[src/rtl/fetch_stage.sv]
// fetch_stage: instruction-fetch stage and IF/ID pipeline register.
// Owns the fetch PC, drives a req/ready instruction-memory handshake that
// tolerates wait states, and feeds decode with real instructions or bubbles.
// A fetch whose PC a taken branch has made stale is completed, then dropped.
module fetch_stage #(
  parameter int unsigned          ADDR_W   = 16,
  parameter int unsigned          DATA_W   = 16,
  parameter logic [ADDR_W-1:0]    RESET_PC = 16'h0000,
  parameter logic [DATA_W-1:0]    NOP      = 16'h0000
) (
  input  logic              clk,
  input  logic              reset_n,
  input  logic              stallF,
  input  logic              stallD,
  input  logic              flushD,
  input  logic              InstBranch,
  input  logic [ADDR_W-1:0] branch_target,
  output logic              imem_req,
  output logic [ADDR_W-1:0] imem_addr,
  input  logic [DATA_W-1:0] imem_rdata,
  input  logic              imem_ready,
  output logic [ADDR_W-1:0] pcF,
  output logic [DATA_W-1:0] instrD,
  output logic [ADDR_W-1:0] pcD,
  output logic              validD
);

  typedef enum logic [1:0] {
    IDLE = 2'd0,
    BUSY = 2'd1,
    HOLD = 2'd2
  } state_e;

  state_e              state_q, state_d;
  logic                req_q, req_d;
  logic [ADDR_W-1:0]   pcf_q, pcf_d;
  logic [ADDR_W-1:0]   addr_q, addr_d;
  logic                kill_q, kill_d;
  logic [DATA_W-1:0]   buf_q, buf_d;
  logic [DATA_W-1:0]   instrd_q, instrd_d;
  logic [ADDR_W-1:0]   pcd_q, pcd_d;
  logic                validd_q, validd_d;

  logic                deliver_s;
  logic [DATA_W-1:0]   dlv_data_s;
  logic [ADDR_W-1:0]   addr_inc_s;

  // Next word address; wraps modulo 2^ADDR_W.
  assign addr_inc_s = addr_q + ADDR_W'(1);

  // Fetch FSM: next state, fetch PC, request address, stale-fetch kill and hold buffer.
  always_comb begin
    state_d    = state_q;
    pcf_d      = pcf_q;
    addr_d     = addr_q;
    kill_d     = kill_q;
    buf_d      = buf_q;
    deliver_s  = 1'b0;
    dlv_data_s = imem_rdata;
    case (state_q)
      IDLE: begin
        if (InstBranch) begin
          pcf_d = branch_target;
        end else if (!stallF) begin
          addr_d  = pcf_q;
          state_d = BUSY;
        end else begin
          state_d = IDLE;
        end
      end
      BUSY: begin
        if (imem_ready) begin
          if (kill_q || InstBranch) begin
            // Completed fetch is stale: drop the data, follow the redirect.
            kill_d  = 1'b0;
            state_d = IDLE;
            if (InstBranch) begin
              pcf_d = branch_target;
            end else begin
              pcf_d = pcf_q;
            end
          end else if (stallD || flushD) begin
            // Decode cannot take it now; park it so it is never lost.
            buf_d   = imem_rdata;
            state_d = HOLD;
          end else begin
            deliver_s  = 1'b1;
            dlv_data_s = imem_rdata;
            pcf_d      = addr_inc_s;
            if (!stallF) begin
              addr_d = addr_inc_s;
            end else begin
              state_d = IDLE;
            end
          end
        end else if (InstBranch) begin
          // Request must stay stable, so remember to discard its data.
          pcf_d  = branch_target;
          kill_d = 1'b1;
        end else begin
          state_d = BUSY;
        end
      end
      HOLD: begin
        if (InstBranch) begin
          pcf_d   = branch_target;
          state_d = IDLE;
        end else if (!stallD && !flushD) begin
          deliver_s  = 1'b1;
          dlv_data_s = buf_q;
          pcf_d      = addr_inc_s;
          state_d    = IDLE;
        end else begin
          state_d = HOLD;
        end
      end
      default: begin
        state_d = IDLE;
        kill_d  = 1'b0;
      end
    endcase
    req_d = (state_d == BUSY);
  end

  // IF/ID register next values: flush beats stall beats delivery beats bubble.
  always_comb begin
    instrd_d = instrd_q;
    pcd_d    = pcd_q;
    validd_d = validd_q;
    if (flushD) begin
      instrd_d = NOP;
      validd_d = 1'b0;
    end else if (stallD) begin
      instrd_d = instrd_q;
    end else if (deliver_s) begin
      instrd_d = dlv_data_s;
      pcd_d    = addr_q;
      validd_d = 1'b1;
    end else begin
      instrd_d = NOP;
      validd_d = 1'b0;
    end
  end

  // State and output registers with asynchronous active-low reset.
  always_ff @(posedge clk or negedge reset_n) begin
    if (!reset_n) begin
      state_q  <= IDLE;
      req_q    <= 1'b0;
      pcf_q    <= RESET_PC;
      addr_q   <= RESET_PC;
      kill_q   <= 1'b0;
      buf_q    <= NOP;
      instrd_q <= NOP;
      pcd_q    <= {ADDR_W{1'b0}};
      validd_q <= 1'b0;
    end else begin
      state_q  <= state_d;
      req_q    <= req_d;
      pcf_q    <= pcf_d;
      addr_q   <= addr_d;
      kill_q   <= kill_d;
      buf_q    <= buf_d;
      instrd_q <= instrd_d;
      pcd_q    <= pcd_d;
      validd_q <= validd_d;
    end
  end

  assign imem_req  = req_q;
  assign imem_addr = addr_q;
  assign pcF       = pcf_q;
  assign instrD    = instrd_q;
  assign pcD       = pcd_q;
  assign validD    = validd_q;

endmodule

[config.mk]
export PLATFORM = sky130hd
export DESIGN_NAME = fetch_stage
export DESIGN_NICKNAME = d
export VERILOG_FILES = /design/src/rtl/fetch_stage.sv
export SDC_FILE = /design/constraint.sdc
export NUM_CORES = 1
export LEC_CHECK = 0
export CAP_MARGIN = 40
export CORE_ASPECT_RATIO = 1.25
export CORE_MARGIN = 3
export CORE_UTILIZATION = 50
export CTS_CLUSTER_SIZE = 10
export DETAILED_ROUTE_END_ITERATION = 8
export PLACE_DENSITY_LB_ADDON = 0.08
export SYNTH_ARGS = -nofsm -noshare
export SYNTH_HDL_FRONTEND = slang
export SYNTH_SLANG_ARGS = --single-unit
export TNS_END_PERCENT = 20
[constraint.sdc]
create_clock -name clk -period 2.66 [get_ports clk]
set_input_delay 0.399 -clock clk [delete_from_list [all_inputs] [get_ports clk]]
set_output_delay 0.399 -clock clk [all_outputs]
set_load 0.05 [all_outputs]
Yosys cells after proc, flatten, opt, wreduce, memory -nomap -nowiden
Cells that the tools add are included.
{"block": "classes", "addsub": 1, "n_bitwise": 4, "reduce_logical": 14, "muxes": 43, "n_eq_ne": 14}
{"operator": "two-way mux 16 bit", "n": 18}
{"operator": "one-hot mux 16 bit (3 select lines)", "n": 1}
{"operator": "one-hot mux 16 bit (2 select lines)", "n": 1}
{"operator": "adder 16 x 1 -> 16 bit (second input constant)", "n": 1}
{"operator": "two-way mux 2 bit", "n": 8}
{"operator": "two-way mux 1 bit", "n": 12}
{"operator": "!= test 2 bit (second input constant)", "n": 6}
{"operator": "!= test 3 bit (second input constant)", "n": 3}
{"operator": "AND reduction 3 bit", "n": 3}
{"operator": "AND reduction 7 bit", "n": 1}
{"operator": "one-hot mux 2 bit (3 select lines)", "n": 1}
{"operator": "equality test 2 x 1 -> 1 bit (second input constant)", "n": 2}
{"operator": "!= test 4 bit (second input constant)", "n": 1}
{"operator": "NOT 1 bit", "n": 4}
{"operator": "one-hot mux 1 bit (2 select lines)", "n": 2}
{"operator": "AND reduction 4 bit", "n": 1}
{"operator": "nonzero test 3 bit", "n": 1}
{"operator": "equality test 2 bit (second input constant)", "n": 1}
{"operator": "logical NOT 1 bit", "n": 2}
{"operator": "logical NOT 2 bit", "n": 1}
{"operator": "logical OR 1 bit", "n": 2}
{"operator": "!= test 2 x 1 -> 1 bit (second input constant)", "n": 1}
{"operator": "nonzero test 2 bit", "n": 1}
{"operator": "OR reduction 2 bit", "n": 1}
{"operator": "logical AND 1 bit", "n": 1}
{"block": "word_totals", "inputBits": 39, "out_inout_bits": 66, "regBits": 85, "wordCells": 85}

Depth between registers and ports, before layout
Gate-level depths: netlist of run 1.
{"block": "depth", "ltp_word": 8, "mapped_depth": 10, "mapped_depth_nobuf": 7}

Least setup slack after synthesis of run 1
OpenSTA, ideal clock, no wires.
{"block": "synth_path", "kind": "register -> register", "from": "reg addr_q[2], in the netlist imem_addr[2]", "to": "reg pcf_q[11], in the netlist pcF[11]", "n_path_buf": 2, "path_stages_with_launch": 8, "arrival_ps": 2047, "required_time_ps": 2544, "period_less_slack_ps": 2162, "slack_ps": 498, "setup_ps": 116, "path_cell_list": "dfrtp_1 > buf_2 > and4_1 > clkbuf_1 > nand4_1 > xnor2_1 > nor2_1 > o311ai_0"}
{"block": "synth_via", "elab_chain_len": 5, "elab_cells_between_ends": 7, "classes_between": "add/sub (1); mux (6)"}
{"element": "start: declaration", "line_no": "37", "source": "logic [ADDR_W-1:0] addr_q, addr_d;"}
{"element": "start signal: assignment", "line_no": "161", "source": "addr_q <= addr_d;"}
{"element": "adder 16 x 1 -> 16 bit *", "line_no": "49", "source": "assign addr_inc_s = addr_q + ADDR_W'(1);"}
{"element": "two-way mux 16 bit", "line_no": "82", "source": "end else if (stallD || flushD) begin"}
{"element": "two-way mux 16 bit", "line_no": "73", "source": "if (kill_q || InstBranch) begin"}
{"element": "two-way mux 16 bit", "line_no": "72", "source": "if (imem_ready) begin"}
{"element": "one-hot mux 16 bit (3 select lines) *", "line_no": "60", "source": "case (state_q)"}
{"element": "end signal: assignment", "line_no": "160", "source": "pcf_q <= pcf_d;"}
{"element": "end: declaration", "line_no": "36", "source": "logic [ADDR_W-1:0] pcf_q, pcf_d;"}
Every way passes the cells marked *; elsewhere a longest branch is shown, timed or not. The select of a mux whose other input is x is not followed.
A chain may end at the register's enable or synchronous reset.

Final worst setup path of run 1
{"block": "layout_path", "from": "reg state_q[0]", "to": "reg pcd_q[8], in the netlist pcD[8]"}
{"block": "layout_via", "elab_chain_len": 3, "elab_cells_between_ends": 4, "classes_between": "eq/ne (2); mux (1); reduce/logical (1)"}
{"element": "start: declaration", "line_no": "34", "source": "state_e state_q, state_d;"}
{"element": "start signal: assignment", "line_no": "158", "source": "state_q <= state_d;"}
{"element": "equality test 2 bit / equality test 2 x 1 -> 1 bit (equally long branches)", "line_no": "60"}
{"element": "one-hot mux 1 bit (2 select lines) *", "line_no": "60"}
{"element": "AND reduction 3 bit (no source line) *"}
{"element": "end signal: assignment", "line_no": "155", "source": "pcd_q <= {ADDR_W{1'b0}};"}
{"element": "end signal: assignment", "line_no": "165", "source": "pcd_q <= pcd_d;"}
{"element": "end: declaration", "line_no": "41", "source": "logic [ADDR_W-1:0] pcd_q, pcd_d;"}
Every way passes the cells marked *; elsewhere a longest branch is shown, timed or not.

==> results of run 1 <==
==> registers in the layout, summed over array words and instances (netlist names) <==
register   cells
imem_addr     16
imem_req       1
state_q        2
instrD        16
validD         1
buf_q         16
pcF           16
kill_q         1
pcD           16
==> worst paths after layout <==
kind / from / endpoint
worst min register to register: instrD[10] / instrD[10]
max in group asynchronous: reset_n / instrD[14]
worst max register to register: state_q[0] / pcD[8]
worst max-delay path: state_q[0] / pcD[8]
worst min-delay path: reset_n / pcD[14]
min in group clk: instrD[10] / instrD[10]
==> placed cells by master, fill, tap and decap left out, drive strengths merged, types with 3 or more instances in the layout <==
cell type and instances:
or2 4, and4 5, inv 12, mux2i 18, clkdlybuf4s50 103, and2 5, o22ai 13, nor2b 4
nor2 11, xor2 5, o311ai 4, a2bb2oi 8, nand3 7, buf 18, xnor2 7, o21ai 41
ha 5, a21oi 32, dfrtp 85, nor3b 3, nand2b 3, nand4 8, clkbuf 10, a22oi 7
mux2 33, nand2 57, nor3 6
==> worst register-to-register path, stage by stage (launching register included) <==
cell and delay (ns):
dfrtp_1 0.40, inv_1 0.11, ha_1 0.41, inv_1 0.10, o21ai_1 0.16, and2_1 0.38, nand2_1 0.14, buf_4 0.24
mux2_2 0.30
==> power breakdown <==
part / internal [mW] / total, mW / switching, mW / leakage [nW]
combinational: 1.37 / 3.59 / 2.21 / 1.17
clock: 0.539 / 1.02 / 0.485 / 0.105
sequential: 1.75 / 2.23 / 0.478 / 1.09
total: 3.66 / 6.84 / 3.17 / 2.36
==> layer usage <==
layer | GRT usage [%] | vias up | routed length (µm)
li1 | - | 1762 | -
met1 | 29.5 | 1799 | 4550
met2 | 37.4 | 124 | 5480
met3 | 6.72 | 22 | 727
met4 | 8.84 | 0 | 269
met5 | 0 | - | 0
==> final cells by class <==
type,instances,area share [%]
clock inverter,6,1.64
sequential,85,36.7
inverter,11,0.713
tap,117,2.53
timing repair buffer,121,20.3
clock buffer,10,2.20
multi-input combinational,305,35.9
==> cells by family after synthesis <==
logic type	share of synthesized area [%]
DFF	48.7
AOI/OAI and AO/OA	17.9
buffers and inverters	3.78
xor gates and xnor gates	2.41
and+or+nand+nor	13.2
muxes	12.6
adders and majority gates	1.43
==> results.toml, run 1 <==
[clocking]
cts_buffers = 9
cts_buffer_depth = 2
cts-root-buf = "clkbuf_8"
cts_setup_buffers = 0
clock-sinks = 85
cts_resized = 0
cts_hold_buf = 0
cts_tree = "built"
h-tree-depth = 3
clk_latency_ns = 0.36
clk_pin_slew_ns = 0.10

[final_layout]
final_cell_count_no_fill = 655
fill_cells = 678
post-route-cell-area_um2 = 5790
nets = 577
multiInputGateArea_um2 = 2080
drive_gt1_share_pct = 15.4
post-route-util_pct = 69.1
seq_area_um2 = 2130
area_growth_pct = 32.7
diodes = 0

[logic_synthesis]
syn-num-nets = 473
syn_area_um2 = 4370
yosysTopAreaCellShare_pct = 48.7
yosys.area.top_type = "dfrtp_1"
yosysMostFrequentCell = "dfrtp_1"
synth_area_leaders = "dfrtp_1 (49%), mux2_2 (8.5%), nand2_1 (4.9%)"
yosys_most_used_dff = "dfrtp_1"
async_flop_share_pct = 100
ys_ff_latch = 85
synthCells = 429
yosysWarnings = 0
syn_area_per_cell_um2 = 10.2
synth_edf_count = 0
synth_cell_types = 48
synth_common_cells = "dfrtp_1 (85), nand2_1 (57), o21ai_0 (40)"
yosysSeqAreaShare_pct = 48.7

[placement]
placed_area_um2 = 5570
dp_worst_setup_slack_ns = 0.0515
portBuffers = 104
dpl.hpwl_um = 7920
gp_congestion = 0.884
placed_cells = 639

[sta]
relSlewSlack_pct = 60.0
setup_tns_ns = 0
rsz0062_at_grt = "false"
tightest_slew_ns = 0.600
finalCritPeriodShare_pct = 87.9
hold_viol = 0
fmax_ghz = 0.428
min_period_ns = 2.34
clock_skew_ns = 0.0119
post-route-worst-setup-slack_ns = 0.323
setup_viol = 0
hold_slack_ns = 0.0482
drv_slew = 0

[floorplanning]
dieArea_um2 = 9900
fp.dieH_um = 110
die_w_um = 89.6
start_util_pct = 52.1
pin_count = 105
row_count = 37
core_area_um2 = 8380

[worst_setup_path]
critPathArrivalTime_ns = 2.59
critPathMaxStageDelay_ns = 0.41
cp_data_required_time_ns = 2.91
critPathCaptureType = "flip-flop"
start_kind = "flip-flop"
path_depth = 8
cp_common_cell = "inv_1"
reg2regPathDepth = 8
crit_chain = "inv_1 > ha_1 > inv_1 > o21ai_1 > and2_1 > nand2_1 > buf_4 > mux2_2"
critPathTopFamily = "simple AND/OR/NAND/NOR gates"
worst-path-max-fanout = 23
reg2reg_slack_ns = 0.32
cpMaxStageDelayCell = "ha_1"
crit_type = "flip-flop to flip-flop"
worstPathBufferInverterCount = 3

[pwr]
power_density_nw_per_um2 = 1180
power_mw = 6.84
ir_worst_vdd_uv = 566
p_leak_nw = 2.36

[drt]
drc_errors = 0
firstDrtPassIters = 4
vias_per_cell = 5.66
drt_iter0_markers = 285
wl_per_cell_um = 16.8
antenna_left = 0
vias = 3707
drt_wl_total_um = 11000

[global_route]
grt_pass1_wl_um = 18200
grt_pass1_vias = 3693
globalRouteTotalUtil_pct = 23.4
grt_max_degree = 48
grt.overflow.total = 0
antenna_found_initial = 0

[worst_hold_path]
hold_class = "primary input to async pin"

[job]
cap_violations = 0

[run_status]
status = "finished clean"
Note: power is estimated with default switching activity, not from simulation.
==> inputs of run 2 (changes only) <==
--- a/config.mk
+++ b/config.mk
@@ -5,6 +5,7 @@
 export SDC_FILE = /design/constraint.sdc
 export NUM_CORES = 1
 export LEC_CHECK = 0
+export ABC_AREA = 0
 export CAP_MARGIN = 40
 export CORE_ASPECT_RATIO = 1.25
 export CORE_MARGIN = 3
==> results of run 2 <==
No change in the layout: final DEF, timing and power equal those of run 1.
